$ cat src/rtl/systolic_tile_ctrl_if.sv
// Signal bundle between the tile scheduler / PE-array edge / readout consumer and the tile sequencer.
// master = scheduler/consumer side, slave = systolic_tile_ctrl.
interface systolic_tile_ctrl_if #(
  parameter int ROWS = 4,
  parameter int COLS = 4,
  parameter int KW   = 16,
  parameter int RW   = (ROWS > 1) ? $clog2(ROWS) : 1
);
  logic                 start;
  logic [KW-1:0]        k_len;
  logic                 busy;
  logic                 done;
  logic                 stall;
  logic                 pe_en;
  logic                 pe_clear;
  logic [ROWS-1:0]      a_vld;
  logic [ROWS*KW-1:0]   a_kidx;
  logic [COLS-1:0]      b_vld;
  logic [COLS*KW-1:0]   b_kidx;
  logic                 out_valid;
  logic                 out_ready;
  logic [RW-1:0]        out_row;

  modport master (
    output start, k_len, stall, out_ready,
    input  busy, done, pe_en, pe_clear, a_vld, a_kidx, b_vld, b_kidx, out_valid, out_row
  );

  modport slave (
    input  start, k_len, stall, out_ready,
    output busy, done, pe_en, pe_clear, a_vld, a_kidx, b_vld, b_kidx, out_valid, out_row
  );
endinterface

$ cat src/rtl/systolic_tile_ctrl.sv
// Sequencer for one output tile of a ROWS x COLS systolic MAC array: clear, skewed feed, drain, readout.
// Optional SYSTOLIC_CTRL_PERF_EN adds saturating stall_cnt_o / tile_cnt_o performance counters.
module systolic_tile_ctrl #(
  parameter int ROWS = 4,
  parameter int COLS = 4,
  parameter int KW   = 16,
  parameter int RW   = (ROWS > 1) ? $clog2(ROWS) : 1
) (
  input  logic                 clk,
  input  logic                 rstn,
  systolic_tile_ctrl_if.slave  bus
`ifdef SYSTOLIC_CTRL_PERF_EN
  ,
  output logic [31:0]          stall_cnt_o,
  output logic [31:0]          tile_cnt_o
`endif
);

  localparam int TW = KW + 1;

  typedef enum logic [2:0] {
    IDLE  = 3'd0,
    CLEAR = 3'd1,
    FEED  = 3'd2,
    DRAIN = 3'd3,
    READ  = 3'd4
  } state_e;

  state_e               state_q;
  logic [KW-1:0]        k_len_q;
  logic [TW-1:0]        t_q;
  logic                 busy_q;
  logic                 done_q;
  logic                 pe_en_q;
  logic                 pe_clear_q;
  logic [ROWS-1:0]      a_vld_q;
  logic [ROWS*KW-1:0]   a_kidx_q;
  logic [COLS-1:0]      b_vld_q;
  logic [COLS*KW-1:0]   b_kidx_q;
  logic                 out_valid_q;
  logic [RW-1:0]        out_row_q;

  logic [TW-1:0]        t_d;
  logic [ROWS-1:0]      a_vld_d;
  logic [ROWS*KW-1:0]   a_kidx_d;
  logic [COLS-1:0]      b_vld_d;
  logic [COLS*KW-1:0]   b_kidx_d;
  logic [TW-1:0]        k_ext;
  logic [TW-1:0]        t_last;
  logic                 feed_stall;

  // Lane n carries reduction index t-n while that index lies inside 0..k_len-1.
  function automatic logic lane_vld(input logic [TW-1:0] t, input logic [TW-1:0] lane,
                                    input logic [TW-1:0] klen);
    return (t >= lane) && ((t - lane) < klen);
  endfunction

  assign k_ext      = {1'b0, k_len_q};
  assign t_last     = k_ext + TW'(ROWS + COLS - 3);
  assign feed_stall = (state_q == FEED) && bus.stall;

  always_comb begin
    t_d      = (state_q == FEED) ? t_q + TW'(1) : '0;
    a_vld_d  = '0;
    a_kidx_d = '0;
    b_vld_d  = '0;
    b_kidx_d = '0;
    for (int i = 0; i < ROWS; i++) begin
      a_vld_d[i]           = lane_vld(t_d, TW'(i), k_ext);
      a_kidx_d[i*KW +: KW] = a_vld_d[i] ? (t_d[KW-1:0] - KW'(i)) : '0;
    end
    for (int j = 0; j < COLS; j++) begin
      b_vld_d[j]           = lane_vld(t_d, TW'(j), k_ext);
      b_kidx_d[j*KW +: KW] = b_vld_d[j] ? (t_d[KW-1:0] - KW'(j)) : '0;
    end
  end

  // Edge outputs are registered one step ahead so they always describe the current t_q.
  always_ff @(posedge clk or negedge rstn) begin
    if (!rstn) begin
      state_q     <= IDLE;
      k_len_q     <= '0;
      t_q         <= '0;
      busy_q      <= 1'b0;
      done_q      <= 1'b0;
      pe_en_q     <= 1'b0;
      pe_clear_q  <= 1'b0;
      a_vld_q     <= '0;
      a_kidx_q    <= '0;
      b_vld_q     <= '0;
      b_kidx_q    <= '0;
      out_valid_q <= 1'b0;
      out_row_q   <= '0;
    end else begin
      done_q <= 1'b0;
      case (state_q)
        IDLE: begin
          if (bus.start) begin
            state_q    <= CLEAR;
            k_len_q    <= bus.k_len;
            busy_q     <= 1'b1;
            pe_en_q    <= 1'b1;
            pe_clear_q <= 1'b1;
          end
        end
        CLEAR: begin
          pe_clear_q <= 1'b0;
          t_q        <= t_d;
          if (k_len_q == '0) begin
            state_q <= DRAIN;
          end else begin
            state_q  <= FEED;
            a_vld_q  <= a_vld_d;
            a_kidx_q <= a_kidx_d;
            b_vld_q  <= b_vld_d;
            b_kidx_q <= b_kidx_d;
          end
        end
        FEED: begin
          if (!bus.stall) begin
            if (t_q == t_last) begin
              state_q  <= DRAIN;
              a_vld_q  <= '0;
              a_kidx_q <= '0;
              b_vld_q  <= '0;
              b_kidx_q <= '0;
            end else begin
              t_q      <= t_d;
              a_vld_q  <= a_vld_d;
              a_kidx_q <= a_kidx_d;
              b_vld_q  <= b_vld_d;
              b_kidx_q <= b_kidx_d;
            end
          end
        end
        DRAIN: begin
          state_q     <= READ;
          pe_en_q     <= 1'b0;
          out_valid_q <= 1'b1;
          out_row_q   <= '0;
        end
        READ: begin
          if (bus.out_ready) begin
            if (out_row_q == RW'(ROWS - 1)) begin
              state_q     <= IDLE;
              busy_q      <= 1'b0;
              out_valid_q <= 1'b0;
              out_row_q   <= '0;
              done_q      <= 1'b1;
            end else begin
              out_row_q <= out_row_q + RW'(1);
            end
          end
        end
        default: state_q <= IDLE;
      endcase
    end
  end

  assign bus.busy      = busy_q;
  assign bus.done      = done_q;
  assign bus.pe_en     = pe_en_q & ~feed_stall;
  assign bus.pe_clear  = pe_clear_q;
  assign bus.a_vld     = a_vld_q;
  assign bus.a_kidx    = a_kidx_q;
  assign bus.b_vld     = b_vld_q;
  assign bus.b_kidx    = b_kidx_q;
  assign bus.out_valid = out_valid_q;
  assign bus.out_row   = out_row_q;

`ifdef SYSTOLIC_CTRL_PERF_EN
  logic [31:0] stall_cnt_q;
  logic [31:0] tile_cnt_q;

  // Both counters stick at all-ones and only reset clears them.
  always_ff @(posedge clk or negedge rstn) begin
    if (!rstn) begin
      stall_cnt_q <= '0;
      tile_cnt_q  <= '0;
    end else begin
      if (feed_stall && (stall_cnt_q != '1)) begin
        stall_cnt_q <= stall_cnt_q + 32'd1;
      end
      if (done_q && (tile_cnt_q != '1)) begin
        tile_cnt_q <= tile_cnt_q + 32'd1;
      end
    end
  end

  assign stall_cnt_o = stall_cnt_q;
  assign tile_cnt_o  = tile_cnt_q;
`endif

endmodule

$ cat src/flat_wrapper.sv
// flat-port wrapper written by rule: the top's interface ports become plain ports
module systolic_tile_ctrl_flat 
#(
  parameter int ROWS = 4,
  parameter int COLS = 4,
  parameter int KW   = 16,
  parameter int RW   = (ROWS > 1) ? $clog2(ROWS) : 1
)
  (clk, rstn, bus_start, bus_k_len, bus_stall, bus_out_ready, bus_busy, bus_done, bus_pe_en, bus_pe_clear, bus_a_vld, bus_a_kidx, bus_b_vld, bus_b_kidx, bus_out_valid, bus_out_row);
  systolic_tile_ctrl_if #(.ROWS(ROWS), .COLS(COLS), .KW(KW), .RW(RW)) bus_i ();
  input  logic clk;
  input  logic rstn;
  input wire logic [$bits(bus_i.start)-1:0] bus_start;
  input wire logic [$bits(bus_i.k_len)-1:0] bus_k_len;
  input wire logic [$bits(bus_i.stall)-1:0] bus_stall;
  input wire logic [$bits(bus_i.out_ready)-1:0] bus_out_ready;
  output wire logic [$bits(bus_i.busy)-1:0] bus_busy;
  output wire logic [$bits(bus_i.done)-1:0] bus_done;
  output wire logic [$bits(bus_i.pe_en)-1:0] bus_pe_en;
  output wire logic [$bits(bus_i.pe_clear)-1:0] bus_pe_clear;
  output wire logic [$bits(bus_i.a_vld)-1:0] bus_a_vld;
  output wire logic [$bits(bus_i.a_kidx)-1:0] bus_a_kidx;
  output wire logic [$bits(bus_i.b_vld)-1:0] bus_b_vld;
  output wire logic [$bits(bus_i.b_kidx)-1:0] bus_b_kidx;
  output wire logic [$bits(bus_i.out_valid)-1:0] bus_out_valid;
  output wire logic [$bits(bus_i.out_row)-1:0] bus_out_row;
  assign bus_i.start = bus_start;
  assign bus_i.k_len = bus_k_len;
  assign bus_i.stall = bus_stall;
  assign bus_i.out_ready = bus_out_ready;
  assign bus_busy = bus_i.busy;
  assign bus_done = bus_i.done;
  assign bus_pe_en = bus_i.pe_en;
  assign bus_pe_clear = bus_i.pe_clear;
  assign bus_a_vld = bus_i.a_vld;
  assign bus_a_kidx = bus_i.a_kidx;
  assign bus_b_vld = bus_i.b_vld;
  assign bus_b_kidx = bus_i.b_kidx;
  assign bus_out_valid = bus_i.out_valid;
  assign bus_out_row = bus_i.out_row;
  systolic_tile_ctrl #(.ROWS(ROWS), .COLS(COLS), .KW(KW), .RW(RW)) u_core (.clk(clk), .rstn(rstn), .bus(bus_i));
endmodule
$ cat config.mk
export PLATFORM = sky130hd
export DESIGN_NAME = systolic_tile_ctrl_flat
export DESIGN_NICKNAME = d
export VERILOG_FILES = /design/src/rtl/systolic_tile_ctrl_if.sv /design/src/rtl/systolic_tile_ctrl.sv /design/src/flat_wrapper.sv
export SDC_FILE = /design/constraint.sdc
export NUM_CORES = 1
export LEC_CHECK = 0
export ABC_AREA = 1
export ABC_CLOCK_PERIOD_IN_PS = 4000
export CORE_MARGIN = 1
export CORE_UTILIZATION = 65
export CTS_BUF_LIST = sky130_fd_sc_hd__clkbuf_16
export DETAILED_ROUTE_END_ITERATION = 10
export DONT_BUFFER_PORTS = 1
export PLACE_DENSITY = 0.91
export SLEW_MARGIN = 20
export SYNTH_ARGS = -nofsm -noshare
export SYNTH_HDL_FRONTEND = slang
export SYNTH_SLANG_ARGS = --single-unit
$ cat constraint.sdc
create_clock -name clk -period 4 [get_ports clk]
set_input_delay 0.8 -clock clk [delete_from_list [all_inputs] [get_ports clk]]
set_output_delay 0.8 -clock clk [all_outputs]
set_load 0.005 [all_outputs]
==> results_tabular.tex <==
\begin{tabular}{lr}
\hline
Metric & Value \\
\hline
\multicolumn{2}{l}{\textbf{Run status}} \\
\quad Outcome & finished, final reports clean \\
\multicolumn{2}{l}{\textbf{Global routing}} \\
\quad First-pass GRT wire length & 37,160 um \\
\quad Maximum number of pins on one net before global-route repair & 112 \\
\quad Gr ovfl total & 0 \\
\quad Number of global-route vias before repair & 7,278 \\
\quad Antenna violations before repair & 0 \\
\quad Overall Global Routing Usage & 33.32\% \\
\multicolumn{2}{l}{\textbf{Power and ir drop}} \\
\quad Lkg Pwr & 5.132 nW \\
\quad Overall power of the completed layout & 6.147 mW \\
\quad Cell Pwr Density & 670.4 nW/um2 \\
\quad Maximum vdd drop & 0.5406 mV \\
\multicolumn{2}{l}{\textbf{Clock tree}} \\
\quad Clock transition at the register clock pins on the worst setup and hold paths after CTS & 0.08 ns \\
\quad CTS tree & yes \\
\quad TritonCTS buffer count & 9 \\
\quad Largest buffer count on any clock path & 2 \\
\quad CTS H-tree depth & 3 \\
\quad Buffer type at the clock tree root & sky130\_fd\_sc\_hd\_\_clkbuf\_16 \\
\quad Hold buffer count at CTS & 0 \\
\quad Clk\_lat worst skew & 0.36 ns \\
\quad Number of clock sinks & 111 \\
\multicolumn{2}{l}{\textbf{Worst setup path}} \\
\quad Maximum fanout encountered on the critical timing path & 9 \\
\quad Cells along the critical path & ha\_1, nand2\_2, nor2\_4, nor2\_1, nand2\_2, nand2\_2, inv\_2, nand3\_2, nor2\_2, nand2\_1, xor2\_2, ha\_1, a21oi\_1, nor3\_1, nor3\_1, nand2\_1, nand2\_1, nand2\_1, a21oi\_1, nand3\_2, nor2\_8, buf\_12, nand3\_1, nand2\_1 \\
\quad CP arrival & 4.28 ns \\
\quad Critical Path Start Type & flop \\
\quad Required time worst endpoint & 4.30 ns \\
\quad Kind of critical path & flop to flop \\
\quad Worst-path cell with the longest stage delay & sky130\_fd\_sc\_hd\_\_dfrtp\_2 \\
\quad R2R depth & 24 \\
\quad Type of destination of the critical path & flop \\
\quad Most used cell, CP & sky130\_fd\_sc\_hd\_\_nand2\_1 \\
\quad Crit-path max cell delay & 0.44 ns \\
\multicolumn{2}{l}{\textbf{Route}} \\
\quad Routed wirelength normalized by instance count & 18.02 um \\
\quad Vias after detailed routing & 8,079 \\
\quad DR iter-0 viols & 1,001 \\
\quad Via-to-Cell Ratio & 5.993 \\
\quad \# DRC & 0 \\
\quad DRT Wirelength & 24,300 um \\
\quad Number of detailed-route iterations in the first pass & 6 \\
\quad Remaining antenna violation count & 0 \\
\multicolumn{2}{l}{\textbf{Logic synthesis}} \\
\quad Number of distinct library cells after synthesis & 40 \\
\quad Yosys warns & 0 \\
\quad Cell type contributing the most total cell area after synthesis & sky130\_fd\_sc\_hd\_\_dfrtp\_1 \\
\quad Netlist area before placement & 8926 um2 \\
\quad Per-instance average area after synthesis & 7.353 um2 \\
\quad Flops \& latches, synth & 111 \\
\quad Synth Area in XOR/XNOR & 4.612\% \\
\quad Post-synthesis cell count & 1,214 \\
\quad Portion of netlist area occupied by mux cells & 0\% \\
\quad Adder-cell share of the synthesized area & 9.952\% \\
\quad Share of the synthesized area in the top cell type & 31.12\% \\
\quad Synthesized net count & 1,306 \\
\quad Number of flops mapped to enable cells by yosys & 0 \\
\quad Top area cells in the synthesized netlist & sky130\_fd\_sc\_hd\_\_dfrtp\_1, sky130\_fd\_sc\_hd\_\_nand2\_1, sky130\_fd\_sc\_hd\_\_ha\_1 \\
\quad Most used flip-flop cell after synthesis & sky130\_fd\_sc\_hd\_\_dfrtp\_1 \\
\quad Proportion of synthesized chip area in sequential cells & 31.12\% \\
\quad Simple logic cell fraction of the synthesized area & 35.41\% \\
\quad Main combinational cell family by area after synthesis & simple AND/OR/NAND/NOR gates \\
\quad Async set-reset flop share out of synthesis & 100.0\% \\
\quad Complex-gate fraction of the synthesized area & 5.467\% \\
\multicolumn{2}{l}{\textbf{Floorplan}} \\
\quad Effective utilization at floorplan & 67.14\% \\
\quad Die Span Y & 119.2 um \\
\quad Standard cell core area & 13,300 um2 \\
\quad Overall die area & 14,210 um2 \\
\quad Number of core rows & 42 \\
\quad Die width & 119.2 um \\
\quad I/O Pins & 164 \\
\multicolumn{2}{l}{\textbf{Timing}} \\
\quad Final Skew & 0.009777 ns \\
\quad Fin crit period & 3.982 ns \\
\quad Actual transition at the worst max-transition pin & 0.8719 ns \\
\quad Final hold slack & 0.1331 ns \\
\quad Worst setup margin & 0.01817 ns \\
\quad Slew headroom & 41.67\% \\
\quad RSZ-0062 raised after global routing & true \\
\quad Final setup violating endpoints & 0 \\
\quad Hold Violations, Final & 0 \\
\quad Fin crit share & 99.55\% \\
\quad Fmax & 251.1 MHz \\
\quad Final-report max-slew violation count & 0 \\
\multicolumn{2}{l}{\textbf{Placement}} \\
\quad Final GP Congestion & 1.014 \\
\quad Placed cell area & 8546 um2 \\
\quad Worst slack at placement & -0.02497 ns \\
\quad Port bufs & 0 \\
\quad HPWL after detailed placement & 17,280 um \\
\multicolumn{2}{l}{\textbf{Layout}} \\
\quad Top library cells by usage in the layout, fill and taps aside & sky130\_fd\_sc\_hd\_\_nand2\_1, sky130\_fd\_sc\_hd\_\_inv\_1, sky130\_fd\_sc\_hd\_\_dfrtp\_1, sky130\_fd\_sc\_hd\_\_nor2\_1, sky130\_fd\_sc\_hd\_\_nand3\_1 \\
\quad Net count reported at finish & 1,259 \\
\quad Count of antenna diodes in the layout & 0 \\
\quad Final instance area & 9170 um2 \\
\quad Synth-to-Final Area Change & 2.733\% \\
\quad Most common library cell in the layout ignoring fill and taps & sky130\_fd\_sc\_hd\_\_nand2\_1 \\
\quad Fraction of final layout cells with drive strength greater than 1 & 14.25\% \\
\multicolumn{2}{l}{\textbf{Run}} \\
\quad Number of maximum-capacitance violations & 0 \\
\multicolumn{2}{l}{\textbf{Hold path}} \\
\quad Min-Delay Path Class & primary input to async pin \\
\hline
\end{tabular}
## stage by stage
step / setup TNS, ns / util, % / std cells
2_1_floorplan: 0 / - / 1214
3_3_place_gp: 0 / 64.28 / 1307
3_5_place_dp: -0.02497 / 64.28 / 1307
4_1_cts: 0 / 66.34 / 1323
5_1_grt: -3.147 / 68.97 / 1348
6_report: 0 / 68.97 / 1348
## worst max-delay path: cells and delay by family, from the launching register on
kind,cells,cell delay (ns)
simple gates,17,2.21
fa+ha+maj,2,0.51
flops,1,0.44
compound gates,2,0.32
buf+inv,2,0.25
xor+xnor,1,0.19
## report_power, final
part / internal, mW / switching (mW) / total, mW
registers: 1.34 / 0.267 / 1.61
clock network: 0.418 / 0.423 / 0.841
logic: 1.14 / 2.55 / 3.70
## cells in the mapped netlist (8+ instances only)
cell / instances
sky130_fd_sc_hd__a21oi_1: 40
sky130_fd_sc_hd__clkbuf_1: 12
sky130_fd_sc_hd__nand4_1: 20
sky130_fd_sc_hd__inv_1: 128
sky130_fd_sc_hd__dfrtp_1: 111
sky130_fd_sc_hd__xor2_1: 44
sky130_fd_sc_hd__buf_4: 72
sky130_fd_sc_hd__nand3_2: 38
sky130_fd_sc_hd__ha_1: 71
sky130_fd_sc_hd__o21ai_0: 28
sky130_fd_sc_hd__nand2_1: 370
sky130_fd_sc_hd__nor3_1: 14
sky130_fd_sc_hd__inv_2: 8
sky130_fd_sc_hd__nand3_1: 87
sky130_fd_sc_hd__nor2_1: 96
sky130_fd_sc_hd__nand2_2: 15
## layout make-up
type                            count  area (um2)
Multi-Input combinational cell    873        5101
Fill cell                        1012        4125
Sequential cell                   111        2780
Inverter                          139       521.8
Timing Repair Buffer               33       280.3
Clock buffer                        9       225.2
Tap cell                          176       220.2
Clock inverter                      7       41.29
## final timing paths
kind / to / slack (ns) / start
setup reg to reg: u_core.bus.b_kidx[21] / 0.02 / u_core.t_q[1]
hold reg to reg: u_core.pe_en_q / 0.50 / u_core.pe_en_q
min in group clk: u_core.pe_en_q / 0.50 / u_core.pe_en_q
hold / removal: u_core.bus.b_kidx[1] / 0.13 / rstn
setup / recovery: u_core.bus.b_kidx[21] / 0.02 / u_core.t_q[1]
max in group asynchronous: u_core.bus.b_kidx[25] / 3.72 / rstn
## state kept, by name, summed over array words and instances, names as in the netlist
signal                flops
u_core.bus.a_vld          4
u_core.bus.done           1
u_core.bus.out_row        2
u_core.bus.b_kidx        64
u_core.bus.pe_clear       1
u_core.pe_en_q            1
u_core.t_q               17
u_core.bus.busy           1
u_core.bus.out_valid      1
u_core.state_q            3
u_core.k_len_q           16
## metal layers
layer | global-route usage [%] | part of all wire [%]
met4 | 15.35 | 4.3
met2 | 52.00 | 45
met3 | 6.466 | 10
met1 | 44.64 | 40
met5 | 0 | 0
## kinds of logic after synthesis
logic type | after synthesis
DFF | 111
and+or+nand+nor | 667
xor gates and xnor gates | 47
buffers and inverters | 232
AOI/OAI and AO/OA | 86
adders and majority gates | 71
## timing repair
| action | 4_1_cts | 5_1_grt |
|---|---|---|
| setup endpoints to repair | 1 | 51 |
| gates resized for setup | 1 | 30 |
| pin swaps | 0 | 11 |
| setup buffers | 0 | 23 |
| endpoints found under the hold margin | 0 | 0 |
| gates cloned | 0 | 2 |
Note: power is estimated with default switching activity, not from simulation.
